==> src/rtl/cen_pkg.sv <==
// Shared types and helpers for the clock-enable controllers.
package cen_pkg;

  // Pause handshake states.
  typedef enum logic [1:0] {
    RUN    = 2'd0,
    PEND   = 2'd1,
    PAUSED = 2'd2,
    RESUME = 2'd3
  } pause_state_t;

  // Largest value representable in a debt counter of width w.
  function automatic int unsigned debt_max_of(input int unsigned w);
    return (32'd1 << w) - 32'd1;
  endfunction

endpackage

==> src/rtl/frac_tick.sv <==
// Fractional tick generator: asserts tick on NUM out of every DEN cycles,
// spread as evenly as the accumulator allows.
module frac_tick #(
  parameter int NUM   = 2,
  parameter int DEN   = 5,
  parameter int ACC_W = 10
) (
  input  logic clk_sys,
  input  logic reset_n,
  output logic tick
);

  logic [ACC_W-1:0] r_acc;
  logic [ACC_W:0]   w_sum;
  logic             w_wrap;

  // One extra bit so the compare never sees a wrapped sum.
  assign w_sum  = {1'b0, r_acc} + (ACC_W+1)'(NUM);
  assign w_wrap = (w_sum >= (ACC_W+1)'(DEN));
  assign tick   = reset_n & w_wrap;

  // Accumulate NUM each cycle, folding back by DEN on every tick.
  always_ff @(posedge clk_sys) begin
    if (!reset_n) begin
      r_acc <= '0;
    end else if (w_wrap) begin
      r_acc <= w_sum[ACC_W-1:0] - ACC_W'(DEN);
    end else begin
      r_acc <= w_sum[ACC_W-1:0];
    end
  end

endmodule

==> src/rtl/cpu_cen_ctrl.sv <==
// CPU clock-enable controller: fractional base tick, stall gating with
// saturating debt repayment, vsync-aligned pause handshake and turbo.
module cpu_cen_ctrl
  import cen_pkg::*;
#(
  parameter int          NUM      = 2,
  parameter int          DEN      = 5,
  parameter int          ACC_W    = 10,
  parameter int          N_STALL  = 2,
  parameter int          DEBT_W   = 16,
  parameter int unsigned DEBT_MAX = debt_max_of(DEBT_W)
) (
  input  logic               clk_sys,
  input  logic               reset_n,
  input  logic [N_STALL-1:0] stall,
  input  logic               turbo,
  input  logic               pause_rq,
  input  logic               vsync,
  output logic               ce_cpu,
  output logic               ce_half,
  output logic               paused,
  output logic [DEBT_W-1:0]  debt,
  output logic               debt_ovf
);

  localparam logic [DEBT_W-1:0] L_DEBT_MAX = DEBT_W'(DEBT_MAX);

  logic              w_tick;
  logic              w_stl;
  logic              w_run;
  logic              w_debt_nz;
  logic              w_vs_rise;

  logic [DEBT_W-1:0] r_debt;
  logic              r_debt_ovf;
  logic              r_ph;
  logic              r_ce_half;
  logic              r_vsync_q;
  logic              r_paused;
  pause_state_t      r_state;

  frac_tick #(
    .NUM   (NUM),
    .DEN   (DEN),
    .ACC_W (ACC_W)
  ) u_frac_tick (
    .clk_sys (clk_sys),
    .reset_n (reset_n),
    .tick    (w_tick)
  );

  assign w_stl     = |stall;
  assign w_run     = ~r_paused & ~w_stl;
  assign w_debt_nz = |r_debt;
  assign w_vs_rise = vsync & ~r_vsync_q;

  // Stall is applied combinationally so a stalled cycle never issues an enable.
  assign ce_cpu = reset_n & w_run & (turbo | w_tick | w_debt_nz);

  assign ce_half  = r_ce_half;
  assign paused   = r_paused;
  assign debt     = r_debt;
  assign debt_ovf = r_debt_ovf;

  // Debt: count ticks lost to stalls, repay them on free non-tick cycles.
  always_ff @(posedge clk_sys) begin
    if (!reset_n) begin
      r_debt     <= '0;
      r_debt_ovf <= 1'b0;
    end else if (turbo) begin
      r_debt <= '0;
    end else if (r_paused) begin
      r_debt <= r_debt;
    end else if (w_tick & w_stl) begin
      if (r_debt == L_DEBT_MAX) begin
        r_debt_ovf <= 1'b1;
      end else begin
        r_debt <= r_debt + 1'b1;
      end
    end else if (~w_tick & ~w_stl & w_debt_nz) begin
      r_debt <= r_debt - 1'b1;
    end
  end

  // Half-rate enable: every second base tick, regardless of stall or pause.
  always_ff @(posedge clk_sys) begin
    if (!reset_n) begin
      r_ph      <= 1'b0;
      r_ce_half <= 1'b0;
    end else begin
      r_ce_half <= w_tick & r_ph;
      if (w_tick) begin
        r_ph <= ~r_ph;
      end
    end
  end

  // Pause handshake: enter on a vsync rising edge, leave once vsync is low.
  always_ff @(posedge clk_sys) begin
    if (!reset_n) begin
      r_state   <= RUN;
      r_vsync_q <= 1'b0;
      r_paused  <= 1'b0;
    end else begin
      r_vsync_q <= vsync;
      r_paused  <= (r_state == PAUSED) || (r_state == RESUME);
      unique case (r_state)
        RUN: begin
          if (pause_rq) r_state <= PEND;
        end
        PEND: begin
          if (!pause_rq)                 r_state <= RUN;
          else if (w_vs_rise)            r_state <= PAUSED;
        end
        PAUSED: begin
          if (!pause_rq) r_state <= RESUME;
        end
        RESUME: begin
          if (pause_rq)                  r_state <= PAUSED;
          else if (!vsync)               r_state <= RUN;
        end
        default: r_state <= RUN;
      endcase
    end
  end

endmodule

==> config.mk <==
export PLATFORM = sky130hd
export DESIGN_NAME = cpu_cen_ctrl
export DESIGN_NICKNAME = d
export VERILOG_FILES = /design/src/rtl/cen_pkg.sv /design/src/rtl/frac_tick.sv /design/src/rtl/cpu_cen_ctrl.sv
export SDC_FILE = /design/constraint.sdc
export NUM_CORES = 1
export LEC_CHECK = 0
export CAP_MARGIN = 15
export CELL_PAD_IN_SITES_DETAIL_PLACEMENT = 0
export CELL_PAD_IN_SITES_GLOBAL_PLACEMENT = 1
export CORE_ASPECT_RATIO = 1.2
export CORE_MARGIN = 5
export CORE_UTILIZATION = 40
export CTS_CLUSTER_DIAMETER = 100
export CTS_CLUSTER_SIZE = 14
export DETAILED_ROUTE_END_ITERATION = 6
export PLACE_DENSITY = 0.81
export SLEW_MARGIN = 20
export SYNTH_ARGS = -nofsm -noshare
export SYNTH_HDL_FRONTEND = slang
export SYNTH_SLANG_ARGS = --single-unit
==> constraint.sdc <==
create_clock -name clk_sys -period 4.83 [get_ports clk_sys]
set_clock_uncertainty 0.15 [all_clocks]
set_input_delay 0.483 -clock clk_sys [delete_from_list [all_inputs] [get_ports clk_sys]]
set_output_delay 0.483 -clock clk_sys [all_outputs]
set_load 0.005 [all_outputs]
After elaboration in Yosys (flattened, before gate mapping):

Cells that the tools add are included.

* flip-flop bits (word level): 33
* bits of input ports: 7
* output and inout bits: 20
* logic and storage cells: 60

* $add $sub $neg: 4
* magnitude comparators: 1
* equality and inequality tests: 9
* multiplexer cells: 11
* bitwise logic cells: 18
* reduce and logical (&&, ||, !) cells: 9

Operators with widths (number)
* $mux W16: 3
* $add A16 B1 Y16 const B: 1
* $eq A16 B16 Y1 const B: 1
* $reduce_or A16 Y1: 1
* $sub A16 B1 Y16 const B: 1
* $mux W2: 6
* $add A10 B2 Y11 const B: 1
* $ge A11 B3 Y1 const B: 1
* $mux W10: 1
* $sub A10 B3 Y10 const B: 1
* $and A1 B1 Y1: 9
* $pmux W2 S4: 1
* $reduce_and A4 Y1: 2
* $not A1 Y1: 7
* $ne A2 B2 Y1 const B: 3
* $ne A3 B3 Y1 const B: 2
* $eq A2 B2 Y1 const B: 2
* $reduce_or A2 Y1: 2
* $reduce_and A3 Y1: 1
* $eq A2 B1 Y1 const B: 1
* $logic_not A2 Y1: 1
* $or A1 B1 Y1: 2
* $reduce_bool A2 Y1: 1
* $logic_or A1 B1 Y1: 1

Longest topological paths before layout:

Gate-level depths: netlist (run 1).

* depth in word-level cells: 8
* depth in mapped cells: 15
* mapped depth without buffers: 15

Hierarchy:

A second synthesis (run 1) with hierarchy kept.

* cells, all modules: 329
* area, all modules: 2688.8 um^2

Modules (own cells, without submodules)
* cpu_cen_ctrl: instances 1, cells an instance 220, area an instance 1775.5 um^2, seq. area each 460.4 um^2
* frac_tick: instances 1, cells an instance 109, area an instance 913.4 um^2, seq. area each 200.2 um^2

Worst setup path after synthesis (run 1):

OpenSTA, ideal clock, no wires.

* path kind: register to register
* start: register u_frac_tick.r_acc[1]
* end: register r_debt[15] (netlist: debt[15])
* setup time: 70 ps
* arrival time: 3963 ps
* required time: 4610 ps
* slack: 647 ps
* cell stages (with the launch flop): 15
* path buffers: 0
* clock period less this slack: 4183 ps
* path through: dfxtp_1 -> inv_1 -> ha_1 -> a21o_1 -> nor4_2 -> a32oi_4 -> o31ai_2 -> ha_1 -> a21o_1 -> a2111o_1 -> a31oi_1 -> o21ai_0 -> xnor2_1 -> or3_1 -> a21oi_1

* word-level cells in the longest chain between the ends: 8
* elaborated cells on any way between the ends: 11
* classes of those cells: add/sub (1); order compare (1); eq/ne (1); mux (1); bitwise (5); reduce/logical (2)

Ends and longest elaborated chain
* start, declared: line frac_tick.sv:13 `logic [ACC_W-1:0] r_acc;`
* start signal, assigned: line frac_tick.sv:27 `r_acc <= w_sum[ACC_W-1:0] - ACC_W'(DEN);`
* start signal, assigned: line frac_tick.sv:29 `r_acc <= w_sum[ACC_W-1:0];`
* $add A10 B2 Y11 (*): line frac_tick.sv:18 `assign w_sum = {1'b0, r_acc} + (ACC_W+1)'(NUM);`
* $ge A11 B3 Y1 (*): line frac_tick.sv:19 `assign w_wrap = (w_sum >= (ACC_W+1)'(DEN));`
* $and A1 B1 Y1 (*): line frac_tick.sv:20 `assign tick = reset_n & w_wrap;`
* $not A1 Y1: line cpu_cen_ctrl.sv:80 `end else if (~w_tick & ~w_stl & w_debt_nz) begin`
* $and A1 B1 Y1 (2 in a row): line cpu_cen_ctrl.sv:80
* $reduce_bool A2 Y1 (no line)
* $reduce_and A3 Y1 (no line)
* end signal, assigned: line cpu_cen_ctrl.sv:73 `r_debt <= r_debt;`
* end signal, assigned: line cpu_cen_ctrl.sv:78 `r_debt <= r_debt + 1'b1;`
* end signal, assigned: line cpu_cen_ctrl.sv:81 `r_debt <= r_debt - 1'b1;`
* end, declared: line cpu_cen_ctrl.sv:34 `logic [DEBT_W-1:0] r_debt;`

Mark *: on every way between the ends. The rest lies on a longest branch, timed or not.
A chain may end at the register's enable or synchronous reset.

Worst setup path after layout (run 1):

Ends and elaborated chain as after synthesis.

==> reports/qor.json, run 1 <==
{
  "place": {
    "placement.io_buffers": 26,
    "dp_hpwl_um": 4605,
    "finalWeightedCongestion": 0.9051
  },
  "logic_synthesis": {
    "syn_area_cell_um2": 8.443,
    "synth_area_leader_cell": "dfxtp_1",
    "synth_edf_count": 0,
    "yosysSeqAreaShare_pct": 26.98,
    "synthTopCellsByArea": "dfxtp_1 27%, ha_1 10%, xnor2_1 5.0%",
    "gate_count_post_synth": 290,
    "yosysWarningCount": 0,
    "synth-async-reset-ratio_pct": 0,
    "dominantRegCellSynth": "dfxtp_1",
    "ys_seq_elements": 33,
    "synth_cell_type_count": 63,
    "post-synth-top-count-cell": "dfxtp_1",
    "syn_area_um2": 2449,
    "synth_commonest_cells": "33 x dfxtp_1, 26 x nand2_1, 26 x nor2_1",
    "syn_nets": 318,
    "synth_top_area_share_pct": 26.98
  },
  "detailed_routing": {
    "route.final.wire_length_um": 6116,
    "route.vias.total": 2184,
    "route.detailed.vias_per_inst": 5.460,
    "detailedRoute.firstPassIterationCount": 4,
    "ant_nets": 0,
    "drtIter0Drc": 52,
    "post-route-drc-count": 0,
    "average_detailed_routed_wire_length_per_instance_um": 15.29
  },
  "clock_tree": {
    "tritoncts": "yes",
    "insertion_delay_ns": 0.29,
    "cts-hold-fix-buffers": 0,
    "cts_resized": 0,
    "clock_input_transition_at_the_sequential_cells_of_the_worst_setup_and_hold_paths_ns": 0.08,
    "postCtsSetupRepairBufs": 0,
    "cts.sinks": 33,
    "htree_levels": 2,
    "cts_root_buf": "clkbuf_8",
    "tritoncts.num_buffers": 5,
    "cts_max_path_buffers": 2
  },
  "global_routing": {
    "grt_pass1_vias": 2245,
    "largest_net_degree_at_the_start_of_global_routing": 19,
    "grt_antenna_before_repair": 0,
    "grt_use_total_pct": 17.34,
    "globalRouteOverflowTotal": 0,
    "grt_first_pass_wirelength_um": 10470
  },
  "setup_path": {
    "cp_num_cells": 15,
    "timing.rr.end": "debt[15]",
    "crit_slowest_cell": "dfxtp_1",
    "reg2reg_slack_ns": 0.77,
    "critical_path.reg2reg.startpoint": "u_frac_tick.r_acc[1]",
    "arrival_ns": 4.12,
    "path_delay_family": "compound AO/OA/AOI/OAI gates",
    "crit_fanout": 16,
    "timing.critical_path.to": "debt[15]",
    "crit_path_end_kind": "flip-flop",
    "critPathRequiredTime_ns": 4.89,
    "path_cells": "inv_1 -> ha_1 -> a21o_1 -> nor4_2 -> a32oi_4 -> o31ai_2 -> buf_4 -> ha_1 -> a21o_1 -> a2111o_1 -> a31oi_1 -> o21ai_0 -> xnor2_1 -> or3_1 -> a21oi_1",
    "worstSetupStartpointType": "flip-flop",
    "cp_slowest_stage_delay_ns": 0.46,
    "cells_on_worst_reg2reg_path": 15,
    "cp_num_buf_inv": 2,
    "cp-startpoint": "u_frac_tick.r_acc[1]",
    "timing_worst_setup_path_type": "flip-flop to flip-flop"
  },
  "sta": {
    "final.setup.tns_ns": 0,
    "hold_violations": 0,
    "slew-limit-headroom_pct": 58.66,
    "slew_viol_final": 0,
    "timing.final.setup_violations": 0,
    "grt_setup_unrepaired": "no",
    "final_min_period_over_clock_period_pct": 84.07,
    "max_freq_mhz": 246.3,
    "final_period_minus_worst_setup_slack_ns": 4.061,
    "worst_slew_pin_slew_ns": 0.6072
  },
  "finish": {
    "layout.nets": 345,
    "antenna_cells_inserted": 0,
    "proportion_of_layout_cells_with_a_drive_suffix_above_1_pct": 7.547,
    "finish.utilization_pct": 48.16,
    "syn_to_final_growth_pct": 18.24
  },
  "power": {
    "worst_ir_drop_vdd_mv": 0.2601,
    "power.density_nw_per_um2": 594.7,
    "p_leak_nw": 1.106
  },
  "die": {
    "placement_rows": 31,
    "floorplan.die.height_um": 95.71,
    "io_pins": 27,
    "die-width_um": 81.43,
    "core_area_um2": 6012,
    "initial_core_utilization_pct": 40.73,
    "die_area_um2": 7793
  },
  "min_path": {
    "hold_class": "flip-flop to flip-flop",
    "hold_path.startpoint": "r_state[0]"
  },
  "job": {
    "max_cap_violations": 0
  },
  "outcome": {
    "status": "finished, final reports clean"
  }
}
==> worst min path at each step <==
stage | to | slack, ns | cells after the start
after floorplan | r_state[0] | 0.26 | 1
after global placement | r_state[0] | 0.28 | 1
after detailed placement | r_state[0] | 0.30 | 1
after CTS | r_state[0] | 0.31 | 1
after global routing | r_state[0] | 0.35 | 1
final | r_state[0] | 0.30 | 1
==> registers in the layout (all words and copies together), names as in the netlist, named ones only <==
signal / count
debt: 16
u_frac_tick.r_acc: 10
ce_half: 1
debt_ovf: 1
paused: 1
r_ph: 1
r_state: 1
r_vsync_q: 1
==> layer usage <==
metal  wire, µm  part of all wire (%)  vias to the layer above  GRT usage (%)
met5          0                     0                        -              0
met4         87                   1.4                        0          8.028
met3        150                   2.5                        7          3.933
met2       3214                    53                       29          30.77
met1       2663                    44                     1021          19.40
li1           -                     -                     1127              -
==> worst reg2reg max path: cells and delay by family (launching register included) <==
kind / cells / cell delay [ns]
AOI/OAI and AO/OA: 8 / 1.73
and+or+nand+nor: 2 / 0.62
adders and majority gates: 2 / 0.53
DFF: 1 / 0.46
buffers and inverters: 2 / 0.37
xor gates and xnor gates: 1 / 0.15
==> kinds of logic after synthesis <==
group	synth area share [%]
flops	26.98
buf+inv	3.168
xor+xnor	8.227
simple gates	22.13
fa+ha+maj	11.04
mux	2.657
compound gates	25.80
==> cells in the final DEF, fill, tap and decap left out, types with 5 or more instances in the layout <==
master,instances
a21oi_1,22
inv_1,8
o21ai_0,10
nor2_1,26
ha_1,20
nand4_1,6
nand2b_1,8
xor2_1,9
nand2_1,26
nand3_1,8
a21o_1,6
clkbuf_8,6
dfxtp_1,33
xnor2_1,14
nor4_1,6
clkdlybuf4s50_1,26
a31oi_1,5
==> stage by stage <==
stage	hold WS, ns	instances	power, W	area (µm²)	worst slack [ns]
after floorplan	0.2611	290	0.001211	2449	0.6465
after global placement	0.2786	392	0.001447	2779	0.8874
after detailed placement	0.2960	392	0.001450	2779	0.8166
after CTS	0.3065	400	0.001735	2895	0.7680
after global routing	0.3480	400	0.001887	2895	0.3201
final	0.2993	400	0.001722	2895	0.7693
==> power by group <==
part	switching [W]	internal, W
Sequential	0.000102	0.000341
Clock	0.000108	0.000168
Combinational	0.000538	0.000465
==> final cells by class <==
class,count,area (µm²)
clock inverter,1,30.03
timing repair buffer,28,275.3
fill,581,3117
clock buffer,7,86.33
inverter,8,30.03
multi-input combinational,241,1710
tap,82,102.6
sequential,33,660.6
Power figures use the tool's default switching activity.
==> run 2: changes to the inputs <==
Clock period 4.83 ns to 3.87 ns, I/O delays scaled along.
==> reports/qor.json, run 2 (same netlist as run 1, synthesis figures left out) <==
{
  "finish": {
    "most-common-layout-cells": "31 x dfxtp_1, 26 x nand2_1, 26 x nor2_1, 26 x clkdlybuf4s50_1, 20 x a21oi_1",
    "syn_to_final_growth_pct": 26.06,
    "finish.cell_count_without_fillers": {"value": 417, "change": "+4.3%"},
    "proportion_of_layout_cells_with_a_drive_suffix_above_1": {"value": 14.63, "unit": "%", "change": "+7.1 points"},
    "multi_input_gate_area": {"value": 1750, "unit": "µm²", "change": "+2.3%"},
    "regArea": {"value": 663.1, "unit": "µm²", "change": "+0.38%"},
    "layout.nets": {"value": 362, "change": "+4.9%"},
    "layout.cells.most_common": "dfxtp_1",
    "filler_cell_count": {"value": 586, "change": "+0.86%"},
    "antenna_cells_inserted": {"value": 0, "change": "unchanged"},
    "largest_reg_flops": {"value": 16, "change": "unchanged"},
    "finish.utilization": {"value": 51.34, "unit": "%", "change": "+3.2 points"},
    "layout.cell_area.non_filler": {"value": 3087, "unit": "µm²", "change": "+6.6%"}
  },
  "place": {
    "placement.io_buffers": {"value": 26, "change": "unchanged"},
    "dp_hpwl": {"value": 4727, "unit": "µm", "change": "+2.6%"},
    "placed_cells": {"value": 404, "change": "+3.1%"},
    "placed_area": {"value": 2878, "unit": "µm²", "change": "+3.6%"},
    "detailedPlace.worstSlack": {"value": -0.02689, "unit": "ns", "change": "-0.8435 ns"},
    "finalWeightedCongestion": {"value": 0.8078, "change": "-11%"}
  },
  "clock_tree": {
    "insertion_delay": {"value": 0.29, "unit": "ns", "change": "about the same"},
    "cts_max_path_buffers": {"value": 2, "change": "unchanged"},
    "htree_levels": {"value": 2, "change": "unchanged"},
    "cts_root_buf": "clkbuf_8",
    "tritoncts": "yes",
    "cts.sinks": {"value": 33, "change": "unchanged"},
    "clock_input_transition_at_the_sequential_cells_of_the_worst_setup_and_hold_paths": {"value": 0.07, "unit": "ns", "change": "about the same"},
    "tritoncts.num_buffers": {"value": 5, "change": "unchanged"}
  },
  "sta": {
    "grt_setup_unrepaired": "no",
    "timing.final.setup_violations": {"value": 0, "change": "unchanged"},
    "slew_viol_final": {"value": 0, "change": "unchanged"},
    "final_period_minus_worst_setup_slack": {"value": 3.657, "unit": "ns", "change": "-0.4036 ns"},
    "post-route-worst-setup-slack": {"value": 0.2128, "unit": "ns", "change": "-0.5564 ns"},
    "max_freq": {"value": 273.4, "unit": "MHz", "change": "+11%"},
    "final_min_period_over_clock_period": {"value": 94.50, "unit": "%", "change": "+10 points"},
    "hold_violations": {"value": 0, "change": "unchanged"},
    "slew-limit-headroom": {"value": 58.12, "unit": "%", "change": "-0.54 points"},
    "final.setup.tns": {"value": 0, "unit": "ns", "change": "unchanged"},
    "worst_slew_pin_slew": {"value": 0.6151, "unit": "ns", "change": "+0.007944 ns"}
  },
  "setup_path": {
    "worstSetupStartpointType": "flip-flop",
    "crit_fanout": {"value": 8, "change": "-8"},
    "timing_worst_setup_path_type": "flip-flop to flip-flop",
    "path_cells": "ha_2 -> and2_4 -> and3_4 -> a31oi_2 -> o31ai_4 -> buf_4 -> ha_1 -> a21o_1 -> a2111o_1 -> a31oi_2 -> o21ai_1 -> xnor2_1 -> or3_1 -> a21oi_1",
    "path_delay_family": "compound AO/OA/AOI/OAI gates",
    "cp_slowest_stage_delay": {"value": 0.42, "unit": "ns", "change": "-0.04 ns"},
    "crit_path_end_kind": "flip-flop",
    "cell_repeated_most_along_the_worst_path": "a31oi_2",
    "reg2reg_slack": {"value": 0.21, "unit": "ns", "change": "-0.56 ns"},
    "cp_num_buf_inv": {"value": 1, "change": "-1"},
    "cp-startpoint": "u_frac_tick.r_acc[1]",
    "critPathRequiredTime": {"value": 3.94, "unit": "ns", "change": "-0.95 ns"},
    "cells_on_worst_reg2reg_path": {"value": 14, "change": "-1"},
    "cp_num_cells": {"value": 14, "change": "-1"},
    "crit_slowest_cell": "a2111o_1",
    "timing.critical_path.to": "debt[15]",
    "arrival": {"value": 3.72, "unit": "ns", "change": "-0.40 ns"},
    "critical_path.reg2reg.startpoint": "u_frac_tick.r_acc[1]",
    "timing.rr.end": "debt[15]"
  },
  "min_path": {
    "hold_class": "flip-flop to flip-flop"
  },
  "detailed_routing": {
    "post-route-drc-count": {"value": 0, "change": "unchanged"},
    "detailedRoute.firstPassIterationCount": {"value": 4, "change": "unchanged"},
    "route.detailed.vias_per_inst": {"value": 5.523, "change": "+1.1%"},
    "route.vias.total": {"value": 2303, "change": "+5.4%"},
    "drtIter0Drc": {"value": 112, "change": "+120%"},
    "average_detailed_routed_wire_length_per_instance": {"value": 14.98, "unit": "µm", "change": "-2.1%"},
    "ant_nets": {"value": 0, "change": "unchanged"},
    "route.final.wire_length": {"value": 6245, "unit": "µm", "change": "+2.1%"}
  },
  "die": {
    "core_area": {"value": 6012, "unit": "µm²", "change": "unchanged"},
    "placement_rows": {"value": 31, "change": "unchanged"},
    "die_area": {"value": 7793, "unit": "µm²", "change": "unchanged"},
    "initial_core_utilization": {"value": 40.73, "unit": "%", "change": "unchanged"},
    "io_pins": {"value": 27, "change": "unchanged"},
    "floorplan.die.height": {"value": 95.71, "unit": "µm", "change": "unchanged"},
    "die-width": {"value": 81.43, "unit": "µm", "change": "unchanged"}
  },
  "global_routing": {
    "grt_first_pass_wirelength": {"value": 10410, "unit": "µm", "change": "-0.66%"},
    "globalRouteOverflowTotal": {"value": 0, "change": "unchanged"},
    "grt_antenna_before_repair": {"value": 0, "change": "unchanged"},
    "largest_net_degree_at_the_start_of_global_routing": {"value": 19, "change": "unchanged"},
    "grt_use_total": {"value": 17.39, "unit": "%", "change": "+0.051 points"},
    "grt_pass1_vias": {"value": 2230, "change": "-0.67%"}
  },
  "power": {
    "worst_ir_drop_vdd": {"value": 0.3821, "unit": "mV", "change": "+47%"},
    "p_leak": {"value": 1.202, "unit": "nW", "change": "+8.7%"},
    "power.density": {"value": 764.7, "unit": "nW/µm²", "change": "+29%"}
  },
  "outcome": {
    "status": "finished, final reports clean"
  },
  "job": {
    "max_cap_violations": {"value": 0, "change": "unchanged"}
  }
}
-- run 2: power breakdown --
group	switching [W]	leakage (nW)	internal [W]
logic	0.000741	0.862	0.000680
clock network	0.000137	0.0681	0.000256
registers	0.000119	0.271	0.000427
total	0.000997	1.20	0.00136
-- run 2: worst min-delay path by stage --
stage | endpoint | cells past startpoint | from | slack, ns
2_1_floorplan | r_state[0] | 1 | r_state[0] | 0.26
3_3_place_gp | r_state[0] | 1 | r_state[0] | 0.28
3_5_place_dp | r_state[0] | 1 | r_state[0] | 0.27
4_1_cts | r_state[0] | 1 | r_state[0] | 0.29
5_1_grt | r_state[0] | 1 | r_state[0] | 0.32
6_report | r_state[0] | 1 | r_state[0] | 0.29
-- run 2: stage by stage --
step	total power, W	hold slack [ns]
final	0.002360	0.2894
after CTS	0.002329	0.2882
after global routing	0.002557	0.3248
after floorplan	0.001518	0.2611
after global placement	0.001883	0.2792
after detailed placement	0.001895	0.2734
-- run 2: layout make-up --
| cell class | count | share of cell area [%] |
|---|---|---|
| Clock buffer | 5 | 2.229 |
| Timing Repair Buffer | 45 | 13.17 |
| Tap cell | 82 | 3.324 |
| Inverter | 8 | 0.9728 |
| Sequential cell | 33 | 21.48 |
| Multi-Input combinational cell | 241 | 56.71 |
| Clock inverter | 3 | 2.108 |
-- run 2: timing repair --
action / 4_1_cts / 5_1_grt
setup endpoints to repair: 2 / 7
resized for setup: 1 / 10
setup buffers: 3 / 2
pin swaps: 1 / 3
hold buffers: 0 / 0
-- run 2: per-layer routing --
| layer | GRT usage [%] | vias to the layer above | share of wire [%] |
|---|---|---|---|
| met5 | 0 | - | 0 |
| met4 | 9.014 | 0 | 3.3 |
| met3 | 2.903 | 20 | 3.5 |
| met2 | 30.98 | 43 | 52 |
| met1 | 19.60 | 1087 | 42 |
| li1 | - | 1153 | - |
-- run 2: worst reg2reg max path, delay by kind of cell, from the launching register on --
kind                       cells  cell delay [ns]
AOI/OAI and AO/OA              7             1.51
and+or+nand+nor                3             0.70
adders and majority gates      2             0.51
DFF                            1             0.39
buffers and inverters          1             0.17
xor gates and xnor gates       1             0.14
==> run 3: changes to the inputs <==
Settings changed: PLACE_DENSITY 0.81 to default, PLACE_DENSITY_LB_ADDON from default to 0.05.
==> reports/qor.json, run 3 (same netlist as run 1, synthesis figures left out) <==
{
  "detailed_routing": {
    "ant_nets": {"value": 0, "change": "unchanged"},
    "drtIter0Drc": {"value": 76, "change": "-32%"},
    "post-route-drc-count": {"value": 0, "change": "unchanged"},
    "detailedRoute.firstPassIterationCount": {"value": 4, "change": "unchanged"},
    "route.final.wire_length": {"value": 6559, "unit": "µm", "change": "+5.0%"},
    "route.detailed.vias_per_inst": {"value": 5.448, "change": "-1.4%"},
    "route.vias.total": {"value": 2261, "change": "-1.8%"},
    "average_detailed_routed_wire_length_per_instance": {"value": 15.80, "unit": "µm", "change": "+5.5%"}
  },
  "sta": {
    "final_min_period_over_clock_period": {"value": 95.04, "unit": "%", "change": "+0.54 points"},
    "slew_viol_final": {"value": 0, "change": "unchanged"},
    "post-route-worst-setup-slack": {"value": 0.1918, "unit": "ns", "change": "-0.02100 ns"},
    "timing.final.setup_violations": {"value": 0, "change": "unchanged"},
    "max_freq": {"value": 271.9, "unit": "MHz", "change": "-0.57%"},
    "worst_slew_pin_slew": {"value": 0.6165, "unit": "ns", "change": "+0.001404 ns"},
    "hold_violations": {"value": 0, "change": "unchanged"},
    "slew-limit-headroom": {"value": 58.02, "unit": "%", "change": "-0.095 points"},
    "final_period_minus_worst_setup_slack": {"value": 3.678, "unit": "ns", "change": "+0.02101 ns"},
    "timing.hold.ws": {"value": 0.2927, "unit": "ns", "change": "+0.003288 ns"}
  },
  "setup_path": {
    "worstSetupStartpointType": "flip-flop",
    "timing_worst_setup_path_type": "flip-flop to flip-flop",
    "reg2reg_slack": {"value": 0.19, "unit": "ns", "change": "-0.02 ns"},
    "cells_on_worst_reg2reg_path": {"value": 15, "change": "+1"},
    "crit_path_end_kind": "flip-flop",
    "critPathRequiredTime": {"value": 3.94, "unit": "ns", "change": "about the same"},
    "arrival": {"value": 3.75, "unit": "ns", "change": "+0.03 ns"},
    "crit_fanout": {"value": 8, "change": "unchanged"}
  },
  "finish": {
    "proportion_of_layout_cells_with_a_drive_suffix_above_1": {"value": 15.32, "unit": "%", "change": "+0.69 points"},
    "syn_to_final_growth_pct": 25.80,
    "most-common-layout-cells": "31 x dfxtp_1, 26 x nand2_1, 26 x nor2_1, 26 x clkdlybuf4s50_1, 21 x a21oi_1",
    "layout.cells.most_common": "dfxtp_1",
    "layout.nets": {"value": 360, "change": "-0.55%"},
    "largest_reg_flops": {"value": 16, "change": "unchanged"},
    "antenna_cells_inserted": {"value": 0, "change": "unchanged"}
  },
  "clock_tree": {
    "cts.sinks": {"value": 33, "change": "unchanged"},
    "cts_root_buf": "clkbuf_8",
    "tritoncts.num_buffers": {"value": 5, "change": "unchanged"},
    "cts-hold-fix-buffers": {"value": 0, "change": "unchanged"},
    "cts_max_path_buffers": {"value": 2, "change": "unchanged"},
    "htree_levels": {"value": 2, "change": "unchanged"},
    "clock_input_transition_at_the_sequential_cells_of_the_worst_setup_and_hold_paths": {"value": 0.08, "unit": "ns", "change": "about the same"},
    "tritoncts": "yes",
    "insertion_delay": {"value": 0.29, "unit": "ns", "change": "about the same"}
  },
  "die": {
    "placement_rows": {"value": 31, "change": "unchanged"},
    "core_area": {"value": 6012, "unit": "µm²", "change": "unchanged"},
    "io_pins": {"value": 27, "change": "unchanged"},
    "die-width": {"value": 81.43, "unit": "µm", "change": "unchanged"},
    "initial_core_utilization": {"value": 40.73, "unit": "%", "change": "unchanged"},
    "die_area": {"value": 7793, "unit": "µm²", "change": "unchanged"},
    "floorplan.die.height": {"value": 95.71, "unit": "µm", "change": "unchanged"}
  },
  "global_routing": {
    "grt_pass1_vias": {"value": 2299, "change": "+3.1%"},
    "grt_use_total": {"value": 17.99, "unit": "%", "change": "+0.60 points"},
    "globalRouteOverflowTotal": {"value": 0, "change": "unchanged"},
    "largest_net_degree_at_the_start_of_global_routing": {"value": 19, "change": "unchanged"},
    "grt_antenna_before_repair": {"value": 0, "change": "unchanged"},
    "grt_first_pass_wirelength": {"value": 10740, "unit": "µm", "change": "+3.2%"}
  },
  "min_path": {
    "hold_class": "flip-flop to flip-flop",
    "whs_path_depth": {"value": 1, "change": "unchanged"}
  },
  "place": {
    "detailedPlace.worstSlack": {"value": 0.03167, "unit": "ns", "change": "+0.05856 ns"},
    "placement.io_buffers": {"value": 26, "change": "unchanged"},
    "dp_hpwl": {"value": 5072, "unit": "µm", "change": "+7.3%"},
    "finalWeightedCongestion": {"value": 0.8220, "change": "+1.8%"}
  },
  "power": {
    "worst_ir_drop_vdd": {"value": 0.3334, "unit": "mV", "change": "-13%"},
    "power.density": {"value": 745.3, "unit": "nW/µm²", "change": "-2.5%"},
    "p_leak": {"value": 1.183, "unit": "nW", "change": "-1.6%"}
  },
  "outcome": {
    "status": "finished, final reports clean"
  },
  "job": {
    "max_cap_violations": {"value": 0, "change": "unchanged"}
  }
}
==> run 3: changes by cell type in the layout (fill, tap and decap cells not counted), moves of 2 or more <==
cell / before / now
bufinv_16: 2 / 0
buf_4: 18 / 15
ha_4: 0 / 2
o21ai_0: 8 / 6
clkbuf_8: 5 / 7
ha_1: 19 / 16
==> run 3: worst max-delay path, stage by stage, from the launching register on <==
cell and delay (ns):
dfxtp_4 0.38, inv_1 0.06, ha_1 0.20, a21o_1 0.20, nor4_4 0.35, a32oi_4 0.10
o31ai_4 0.30, buf_12 0.16, ha_4 0.20, a21o_1 0.17, a2111o_1 0.45, a31oi_2 0.19
o21ai_1 0.11, xnor2_1 0.14, or3_1 0.31, a21oi_1 0.14
==> run 3: per-layer routing <==
| layer | wire length (µm) | up-vias | GRT usage [%] |
|---|---|---|---|
| li1 | - | 1152 | - |
| met1 | 2671 | 1068 | 19.07 |
| met2 | 3614 | 33 | 34.92 |
| met3 | 175 | 8 | 3.184 |
| met4 | 97 | 0 | 6.056 |
| met5 | 0 | - | 0 |
==> run 3: worst paths after layout <==
path / from / endpoint
setup / recovery: u_frac_tick.r_acc[1] / debt[15]
setup reg to reg: u_frac_tick.r_acc[1] / debt[15]
hold / removal: r_state[0] / r_state[0]
hold reg to reg: r_state[0] / r_state[0]
==> run 3: through the flow <==
| step | instances | util [%] | setup TNS (ns) | instance area [µm²] | power, W |
|---|---|---|---|---|---|
| final | 415 | 51.24 | 0 | 3080 | 0.002296 |
| after global routing | 415 | 51.24 | -0.03327 | 3080 | 0.002494 |
| after CTS | 412 | 49.55 | 0 | 2979 | 0.002221 |
| after detailed placement | 404 | 47.87 | 0 | 2878 | 0.001907 |
| after global placement | 404 | 47.87 | 0 | 2878 | 0.001915 |
| after floorplan | 290 | - | 0 | 2457 | 0.001518 |
==> run 3: layout make-up <==
| cell class | instances | area, µm² |
|---|---|---|
| clock buffer | 7 | 96.34 |
| clock inverter | 1 | 5.005 |
| fill | 601 | 2932 |
| inverter | 8 | 30.03 |
| multi-input combinational | 241 | 1777 |
| sequential | 33 | 665.6 |
| tap | 82 | 102.6 |
| timing repair buffer | 43 | 404.1 |
==> run 3: repair_timing <==
item                       CTS  global route
buffers inserted             0             3
setup endpoints to repair    0             8
gates resized for setup      0            19
==> run 3: power by group <==
part	total (W)	leakage, nW	internal (W)	switching, W
registers	0.000555	0.272	0.000429	0.000126
clock network	0.000294	0.0542	0.000161	0.000133
logic	0.00145	0.857	0.000701	0.000746
total	0.00230	1.18	0.00129	0.00101
